[src/rtl/gp_lpddr5_ca_decoder_if.sv]
// rtl/gp_lpddr5_ca_decoder_if.sv - decoded-command stream between CA decoder and its consumer
// cmd_tstamp exists only when GP_LPDDR5_CA_TSTAMP_EN is defined.
interface gp_lpddr5_ca_decoder_if #(
    parameter int TS_W = 32
);
    logic        cmd_valid;
    logic        cmd_ready;
    logic [4:0]  cmd_code;
    logic [1:0]  cmd_rank;
    logic [13:0] cmd_arg;
`ifdef GP_LPDDR5_CA_TSTAMP_EN
    logic [TS_W-1:0] cmd_tstamp;

    modport master (output cmd_valid, cmd_code, cmd_rank, cmd_arg, cmd_tstamp, input cmd_ready);
    modport slave  (input cmd_valid, cmd_code, cmd_rank, cmd_arg, cmd_tstamp, output cmd_ready);
`else
    modport master (output cmd_valid, cmd_code, cmd_rank, cmd_arg, input cmd_ready);
    modport slave  (input cmd_valid, cmd_code, cmd_rank, cmd_arg, output cmd_ready);
`endif
endinterface

[src/rtl/gp_lpddr5_ca_decoder.sv]
// rtl/gp_lpddr5_ca_decoder.sv - LPDDR5 CA bus command decoder with output FIFO and error flags
// Optional per-entry timestamps enabled by GP_LPDDR5_CA_TSTAMP_EN.
module gp_lpddr5_ca_decoder #(
    parameter int DEPTH = 8,
    parameter int TS_W  = 32
) (
    input  logic                    ck_t,
    input  logic                    ddr_reset_n,
    input  logic                    cs0,
    input  logic                    cs1,
    input  logic [6:0]              ca,
    gp_lpddr5_ca_decoder_if.master  cmd,
    output logic [$clog2(DEPTH):0]  fifo_count,
    output logic [2:0]              err_sticky,
    input  logic                    err_clr
);
    localparam int AW = $clog2(DEPTH);
    localparam int CW = AW + 1;

    localparam logic [4:0] C_NONE = 5'd0;
    localparam logic [4:0] C_RD16 = 5'd1;
    localparam logic [4:0] C_RD32 = 5'd2;
    localparam logic [4:0] C_MWR  = 5'd3;
    localparam logic [4:0] C_WR16 = 5'd4;
    localparam logic [4:0] C_WR32 = 5'd5;
    localparam logic [4:0] C_CAS  = 5'd6;
    localparam logic [4:0] C_PRE  = 5'd7;
    localparam logic [4:0] C_REF  = 5'd8;
    localparam logic [4:0] C_MRR  = 5'd9;
    localparam logic [4:0] C_SRE  = 5'd10;
    localparam logic [4:0] C_MPC  = 5'd11;
    localparam logic [4:0] C_WFF  = 5'd12;
    localparam logic [4:0] C_RFF  = 5'd13;
    localparam logic [4:0] C_PDE  = 5'd14;
    localparam logic [4:0] C_ACT  = 5'd15;
    localparam logic [4:0] C_MRW  = 5'd16;
    localparam logic [4:0] C_UNK  = 5'd31;

    typedef enum logic [1:0] {
        IDLE      = 2'd0,
        WAIT_ACT2 = 2'd1,
        WAIT_MRW2 = 2'd2
    } state_t;

    state_t state, state_next;

    // Opcodes and arg halves are pin-ordered: ca0 sits in the MSB.
    logic [6:0] pin;
    logic       cs_any;
    logic [1:0] rank_now;

    assign pin      = {ca[0], ca[1], ca[2], ca[3], ca[4], ca[5], ca[6]};
    assign cs_any   = cs0 | cs1;
    assign rank_now = {cs1, cs0};

    logic [4:0] dec_code;
    state_t     dec_next;

    always_comb begin
        dec_code = C_NONE;
        dec_next = IDLE;
        if (cs_any) begin
            casez (pin)
                7'b111????: dec_next = WAIT_ACT2;
                7'b100????: dec_code = C_RD16;
                7'b101????: dec_code = C_RD32;
                7'b010????: dec_code = C_MWR;
                7'b011????: dec_code = C_WR16;
                7'b0010???: dec_code = C_WR32;
                7'b0011???: dec_code = C_CAS;
                7'b0001111: dec_code = C_PRE;
                7'b0001110: dec_code = C_REF;
                7'b0001101: dec_next = WAIT_MRW2;
                7'b0001100: dec_code = C_MRR;
                7'b0001011: dec_code = C_SRE;
                7'b000011?: dec_code = C_MPC;
                7'b0000011: dec_code = C_WFF;
                7'b0000010: dec_code = C_RFF;
                7'b0000001: dec_code = C_PDE;
                7'b0000000: dec_code = C_NONE;
                default:    dec_code = C_UNK;
            endcase
        end
    end

    logic [6:0] first_pin;
    logic [1:0] first_rank;
    logic       latch_first;
    logic       push;
    logic       use_first;
    logic [4:0] push_code;
    logic [1:0] push_rank;
    logic [13:0] push_arg;
    logic [1:0] proto_err;

    always_comb begin
        state_next  = state;
        push        = 1'b0;
        push_code   = C_NONE;
        push_rank   = rank_now;
        push_arg    = {pin, 7'd0};
        use_first   = 1'b0;
        proto_err   = 2'b00;
        latch_first = 1'b0;
        unique case (state)
            WAIT_ACT2: begin
                if (cs_any && pin[6:4] == 3'b110) begin
                    push      = 1'b1;
                    push_code = C_ACT;
                    use_first = 1'b1;
                end else begin
                    proto_err[0] = 1'b1;
                end
            end
            WAIT_MRW2: begin
                if (cs_any && pin[6:1] == 6'b000100) begin
                    push      = 1'b1;
                    push_code = C_MRW;
                    use_first = 1'b1;
                end else begin
                    proto_err[0] = 1'b1;
                end
            end
            default: ;
        endcase
        if (use_first) begin
            push_rank  = first_rank;
            push_arg   = {first_pin, pin};
            state_next = IDLE;
        end else begin
            // A broken wait falls through and this edge is decoded fresh.
            state_next   = dec_next;
            push         = (dec_code != C_NONE);
            push_code    = dec_code;
            proto_err[1] = (dec_code == C_UNK);
            latch_first  = (dec_next != IDLE);
        end
    end

    always_ff @(posedge ck_t or negedge ddr_reset_n) begin
        if (!ddr_reset_n) begin
            state      <= IDLE;
            first_pin  <= 7'd0;
            first_rank <= 2'd0;
        end else begin
            state <= state_next;
            if (latch_first) begin
                first_pin  <= pin;
                first_rank <= rank_now;
            end
        end
    end

    logic [AW-1:0] wr_ptr, rd_ptr;
    logic [CW-1:0] count;
    logic          full, pop, wr, overflow;

    logic [4:0]  mem_code [DEPTH];
    logic [1:0]  mem_rank [DEPTH];
    logic [13:0] mem_arg  [DEPTH];

    assign full     = (count == CW'(DEPTH));
    assign pop      = cmd.cmd_valid & cmd.cmd_ready;
    assign wr       = push & (~full | pop);
    assign overflow = push & full & ~pop;

    always_ff @(posedge ck_t or negedge ddr_reset_n) begin
        if (!ddr_reset_n) begin
            wr_ptr     <= '0;
            rd_ptr     <= '0;
            count      <= '0;
            err_sticky <= 3'b000;
        end else begin
            if (wr)  wr_ptr <= wr_ptr + 1'b1;
            if (pop) rd_ptr <= rd_ptr + 1'b1;
            count      <= count + CW'(wr) - CW'(pop);
            err_sticky <= (err_clr ? 3'b000 : err_sticky) | {overflow, proto_err};
        end
    end

    always_ff @(posedge ck_t) begin
        if (wr) begin
            mem_code[wr_ptr] <= push_code;
            mem_rank[wr_ptr] <= push_rank;
            mem_arg[wr_ptr]  <= push_arg;
        end
    end

    // Gating keeps the outputs at zero while empty, including out of reset.
    assign fifo_count    = count;
    assign cmd.cmd_valid = (count != '0);
    assign cmd.cmd_code  = cmd.cmd_valid ? mem_code[rd_ptr] : 5'd0;
    assign cmd.cmd_rank  = cmd.cmd_valid ? mem_rank[rd_ptr] : 2'd0;
    assign cmd.cmd_arg   = cmd.cmd_valid ? mem_arg[rd_ptr]  : 14'd0;

`ifdef GP_LPDDR5_CA_TSTAMP_EN
    logic [TS_W-1:0] ts_cnt;
    logic [TS_W-1:0] first_ts;
    logic [TS_W-1:0] mem_ts [DEPTH];

    always_ff @(posedge ck_t or negedge ddr_reset_n) begin
        if (!ddr_reset_n) begin
            ts_cnt   <= '0;
            first_ts <= '0;
        end else begin
            ts_cnt <= ts_cnt + 1'b1;
            if (latch_first) first_ts <= ts_cnt;
        end
    end

    always_ff @(posedge ck_t) begin
        if (wr) mem_ts[wr_ptr] <= use_first ? first_ts : ts_cnt;
    end

    assign cmd.cmd_tstamp = cmd.cmd_valid ? mem_ts[rd_ptr] : '0;
`endif
endmodule

[src/flat_wrapper.sv]
// flat-port wrapper written by rule: the top's interface ports become plain ports
module gp_lpddr5_ca_decoder_flat 
#(
    parameter int DEPTH = 8,
    parameter int TS_W  = 32
)
  (ck_t, ddr_reset_n, cs0, cs1, ca, fifo_count, err_sticky, err_clr, cmd_cmd_valid, cmd_cmd_code, cmd_cmd_rank, cmd_cmd_arg, cmd_cmd_ready);
  gp_lpddr5_ca_decoder_if #(.TS_W(TS_W)) cmd_i ();
  input  logic ck_t;
  input  logic ddr_reset_n;
  input  logic cs0;
  input  logic cs1;
  input  logic [6:0] ca;
  output logic [$clog2(DEPTH):0] fifo_count;
  output logic [2:0] err_sticky;
  input  logic err_clr;
  output wire logic [$bits(cmd_i.cmd_valid)-1:0] cmd_cmd_valid;
  output wire logic [$bits(cmd_i.cmd_code)-1:0] cmd_cmd_code;
  output wire logic [$bits(cmd_i.cmd_rank)-1:0] cmd_cmd_rank;
  output wire logic [$bits(cmd_i.cmd_arg)-1:0] cmd_cmd_arg;
  input wire logic [$bits(cmd_i.cmd_ready)-1:0] cmd_cmd_ready;
  assign cmd_cmd_valid = cmd_i.cmd_valid;
  assign cmd_cmd_code = cmd_i.cmd_code;
  assign cmd_cmd_rank = cmd_i.cmd_rank;
  assign cmd_cmd_arg = cmd_i.cmd_arg;
  assign cmd_i.cmd_ready = cmd_cmd_ready;
  gp_lpddr5_ca_decoder #(.DEPTH(DEPTH), .TS_W(TS_W)) u_core (.ck_t(ck_t), .ddr_reset_n(ddr_reset_n), .cs0(cs0), .cs1(cs1), .ca(ca), .cmd(cmd_i), .fifo_count(fifo_count), .err_sticky(err_sticky), .err_clr(err_clr));
endmodule
[config.mk]
export PLATFORM = sky130hd
export DESIGN_NAME = gp_lpddr5_ca_decoder_flat
export DESIGN_NICKNAME = d
export VERILOG_FILES = /design/src/rtl/gp_lpddr5_ca_decoder_if.sv /design/src/rtl/gp_lpddr5_ca_decoder.sv /design/src/flat_wrapper.sv
export SDC_FILE = /design/constraint.sdc
export NUM_CORES = 1
export LEC_CHECK = 0
export BUFFER_PORTS_ARGS = -buffer_cell sky130_fd_sc_hd__buf_2
export CAP_MARGIN = 5
export CORE_ASPECT_RATIO = 1.1
export CORE_UTILIZATION = 40
export CTS_CLUSTER_DIAMETER = 100
export DETAILED_ROUTE_END_ITERATION = 8
export SYNTH_ARGS = -nofsm -noshare
export SYNTH_HDL_FRONTEND = slang
export SYNTH_SLANG_ARGS = --single-unit
[constraint.sdc]
create_clock -name ck_t -period 8.6 [get_ports ck_t]
set_input_delay 1.72 -clock ck_t [delete_from_list [all_inputs] [get_ports ck_t]]
set_output_delay 1.72 -clock ck_t [all_outputs]
set_load 0.02 [all_outputs]
==> results by group <==
Detailed routing
  • Violation count after the first detailed-route iteration: 287
  • Vias per std cell: 5.27
  • Antenna violation net count after detailed routing: 0
  • Total DRC errors in the routed layout: 0
  • Vias: 4012
  • Avg WL per Cell: 19.9 um
  • Total Routed Length: 15100 um
  • Number of search-and-repair iterations in the first detailed-routing pass: 4

Clock network
  • Latest clock arrival within the worst-skew pair: 0.42 ns
  • Largest buffer count on any clock path: 2
  • Sink Count: 192
  • Resized cells post-CTS: 0
  • Reg clk slew, reported paths: 0.07 ns
  • Clock tree from TritonCTS: built
  • Root Buffer Master: sky130_fd_sc_hd__clkbuf_16
  • Number of buffers created by CTS: 17
  • Setup Fix Bufs, Post-CTS: 0
  • Number of levels in the clock H-tree: 4
  • Post-CTS Hold Fix Bufs: 0

Setup path
  • Crit. End Element: output port
  • Crit start category: flop
  • WP data arrival: 2.58 ns
  • Top fanout value on the critical path: 44
  • Type of the worst setup path: flop to output port
  • Required time of the critical path: 6.88 ns
  • Register-to-register setup slack: 5.93 ns

Floorplan
  • Horizontal die dimension: between 100 and 150 um
  • Vertical die dimension: 151 um
  • Number of rows created at floorplan: 54
  • Top-level I/O count: 42
  • Die Footprint: 0.0207 sq mm
  • Placeable Area: 0.0198 sq mm
  • Initial core utilization: 40.7%

STA
  • Number of failing setup endpoints in the final timing report: 0
  • Max Transition Viols Final: 0
  • Min Tclk post-route: about 4.3 ns
  • RSZ-0062 raised after global routing: false
  • Final number of hold-violating endpoints: 0
  • Setup Skew: 0.00752 ns
  • Worst hold slack: 0.489 ns
  • Total Negative Setup Slacks: 0 ns
  • Maximum clock frequency: approximately 230 MHz
  • Final cycle utilization of the critical path: ~50%
  • Worst Tran Pin Value: 1.22 ns
  • Worst slew margin: 18.6%

Synthesis
  • Share of async-settable or async-resettable flops after synthesis: 12.5%
  • Area share of the largest cell type after synthesis: around 63%
  • Post-synthesis cell type count: 50
  • Area fraction in compound gates after synthesis: ~2.5%
  • Share of the yosys chip area belonging to registers: 70.1%
  • Leading cell types by total area after synthesis: sky130_fd_sc_hd__edfxtp_1, sky130_fd_sc_hd__mux4_2, sky130_fd_sc_hd__dfrtp_1, sky130_fd_sc_hd__mux2i_1, sky130_fd_sc_hd__nor2_1
  • Cell type with the largest total area after synthesis: sky130_fd_sc_hd__edfxtp_1
  • Count of flip-flops with a built-in enable after synthesis: roughly 170
  • Fraction of the mapped netlist area in adder cells: 1.80%
  • Number of cells produced by synthesis: 449
  • Mux share of post-synthesis cell area: 16.5%
  • Synthesized cell area: slightly above 0.008 sq mm
  • Combinational family with the most area after synthesis: multiplexers
  • Ys Warns: 0
  • Avg Synthesized Cell Area: roughly 18 sq um
  • Synthesized flop and latch total: 192
  • Simple-gate area share of the yosys netlist: 5.72%
  • Xor and xnor fraction of the mapped netlist area: 0.870%
  • Most instantiated flip-flop cell in the synthesis netlist: sky130_fd_sc_hd__edfxtp_1

Power and ir drop
  • Power density over the cells: 334 mW/mm^2
  • VDD IR-drop max: 0.205 mV
  • Lkg Pwr: 0.00325 uW

Global route
  • Pin count of the biggest net entering global routing: 45
  • Top Usage Layer GRT: met2
  • Met1 track demand over resource in global routing: 20.5%
  • Vias in the first global route: 4199
  • Antenna violations before repair: 0
  • Remaining Overflow, GRT: 0
  • Global Route Usage Sum: 15.9%
  • First-pass GRT wire length: about 24000 um
  • Met2 global-route usage: 27.3%
  • Met3 track demand over resource in global routing: 2.68%

Placed design
  • RD Place Congestion: 0.889
  • Number of port buffers: between 40 and 50
  • Half-perimeter wire length after detailed placement: 9330 um

Hold path
  • Type of the worst min-delay path: flop to flop

Layout
  • Number of inserted diodes: 0
  • Net total in the final layout: 522
  • Synthesis-to-finish area growth: 13.9%
  • Layout fillers: 1693
  • Share of layout cells above drive strength 1: 30.0%

Run
  • Max-cap violation count: 0

Status
  • Outcome: completed
per-layer routing:
layer  up-vias  share of wire (%)
li1       1841                  -
met1      2066                 44
met2        88                 51
met3        17                4.0
met4         0                1.4
met5         -                  0
cells in the final DEF, fill, tap and decap left out, types with 3 or more instances in the layout:
| master | count |
|---|---|
| sky130_fd_sc_hd__edfxtp_1 | 168 |
| sky130_fd_sc_hd__mux4_2 | 42 |
| sky130_fd_sc_hd__buf_2 | 41 |
| sky130_fd_sc_hd__nor2_1 | 36 |
| sky130_fd_sc_hd__dfrtp_1 | 22 |
| sky130_fd_sc_hd__mux2i_1 | 21 |
| sky130_fd_sc_hd__clkbuf_16 | 17 |
| sky130_fd_sc_hd__inv_1 | 16 |
| sky130_fd_sc_hd__nand2_1 | 13 |
| sky130_fd_sc_hd__mux2_2 | 12 |
| sky130_fd_sc_hd__ha_1 | 10 |
| sky130_fd_sc_hd__buf_4 | 10 |
| sky130_fd_sc_hd__conb_1 | 8 |
| sky130_fd_sc_hd__xnor2_1 | 6 |
| sky130_fd_sc_hd__a21oi_1 | 6 |
| sky130_fd_sc_hd__a21o_1 | 5 |
| sky130_fd_sc_hd__and2_1 | 5 |
| sky130_fd_sc_hd__nand3_1 | 4 |
| sky130_fd_sc_hd__o21ai_0 | 4 |
| sky130_fd_sc_hd__nor3_1 | 4 |
| sky130_fd_sc_hd__clkinvlp_4 | 4 |
| sky130_fd_sc_hd__mux2_1 | 3 |
| sky130_fd_sc_hd__nor4b_2 | 3 |
| sky130_fd_sc_hd__bufinv_16 | 3 |
synth_stat cells, types with 2 or more instances:
| cell type | n |
|---|---|
| sky130_fd_sc_hd__nor3_1 | 5 |
| sky130_fd_sc_hd__mux4_2 | 42 |
| sky130_fd_sc_hd__ha_1 | 10 |
| sky130_fd_sc_hd__edfxtp_1 | 168 |
| sky130_fd_sc_hd__nor4b_1 | 4 |
| sky130_fd_sc_hd__a21oi_1 | 6 |
| sky130_fd_sc_hd__buf_2 | 10 |
| sky130_fd_sc_hd__inv_1 | 16 |
| sky130_fd_sc_hd__xnor2_1 | 6 |
| sky130_fd_sc_hd__nand2b_1 | 2 |
| sky130_fd_sc_hd__nand2_1 | 13 |
| sky130_fd_sc_hd__mux2i_1 | 21 |
| sky130_fd_sc_hd__nand4_1 | 2 |
| sky130_fd_sc_hd__o21ai_0 | 4 |
| sky130_fd_sc_hd__nor4_1 | 2 |
| sky130_fd_sc_hd__nor2_1 | 38 |
| sky130_fd_sc_hd__and2_1 | 5 |
| sky130_fd_sc_hd__dfrtp_1 | 24 |
| sky130_fd_sc_hd__a21o_1 | 5 |
| sky130_fd_sc_hd__or2_2 | 2 |
| sky130_fd_sc_hd__xor2_1 | 2 |
| sky130_fd_sc_hd__nor4bb_1 | 2 |
| sky130_fd_sc_hd__mux2_2 | 12 |
| sky130_fd_sc_hd__buf_1 | 5 |
| sky130_fd_sc_hd__clkbuf_1 | 9 |
| sky130_fd_sc_hd__o2bb2ai_1 | 2 |
| sky130_fd_sc_hd__mux2_1 | 3 |
| sky130_fd_sc_hd__a31oi_1 | 2 |
| sky130_fd_sc_hd__nand3_1 | 4 |
| sky130_fd_sc_hd__buf_6 | 3 |
path summary, 6_finish.rpt:
path                                       from                    end  cells past startpoint
setup / recovery               u_core.rd_ptr[0]         cmd_cmd_arg[6]                      5
hold / removal              u_core.first_pin[5]    u_core.first_pin[5]                      1
setup reg to reg           u_core.fifo_count[2]  u_core.mem_arg[6][11]                      6
hold reg to reg             u_core.first_pin[5]    u_core.first_pin[5]                      1
max in group asynchronous           ddr_reset_n       u_core.rd_ptr[0]                      1
min in group asynchronous           ddr_reset_n    u_core.first_pin[3]                      1
stage by stage:
stage          setup WS (ns)  cells  cell area [sq um]  power (uW)  utilization, %
3_3_place_gp            4.16    731               8580        2300            43.4
6_report                4.30    762               9180        3060            46.4
3_5_place_dp            4.07    731               8580        2330            43.4
5_1_grt                 4.14    762               9180        3230            46.4
4_1_cts                 4.19    762               9180        3110            46.4
2_1_floorplan           2.98    456               8080        2020               -
sequential cells by signal, summed over array words and instances, names as in the netlist:
| name | flops |
|---|---|
| u_core.mem_arg | 112 |
| u_core.mem_rank | 16 |
| u_core.mem_code | 40 |
| u_core.wr_ptr | 3 |
| u_core.rd_ptr | 3 |
| u_core.first_rank | 2 |
| u_core.first_pin | 7 |
| u_core.fifo_count | 4 |
| u_core.state | 2 |
| u_core.err_sticky | 3 |
where the power goes:
group | switching, uW | leakage, uW | internal [uW]
clock | 332 | 0.000274 | 456
combinational | 583 | 0.00113 | 434
sequential | 66.3 | 0.00184 | 1190
total | 981 | 0.00325 | 2080
kinds of logic after synthesis:
kind of cell / after synthesis
other cells: 1
fa+ha+maj: 11
xor+xnor: 8
simple gates: 88
mux: 78
compound gates: 27
buf+inv: 44
flops: 192
cell type report:
| cell class | count | area [sq um] | area share, % |
|---|---|---|---|
| Sequential cell | 192 | 5650 | 61.5 |
| Multi-Input combinational cell | 220 | 2280 | 24.9 |
| Clock buffer | 18 | 429 | 4.68 |
| Tap cell | 252 | 315 | 3.44 |
| Timing Repair Buffer | 51 | 280 | 3.05 |
| Clock inverter | 13 | 163 | 1.77 |
| Inverter | 16 | 60.1 | 0.654 |
worst max-delay path, stage by stage (launching register included):
cell and delay (ns):
sky130_fd_sc_hd__dfrtp_2 0.34, sky130_fd_sc_hd__buf_4 0.69, sky130_fd_sc_hd__mux4_2 0.60, sky130_fd_sc_hd__mux2i_1 0.26, sky130_fd_sc_hd__nor2_1 0.07, sky130_fd_sc_hd__buf_2 0.16
Note: power is estimated with default switching activity, not from simulation.
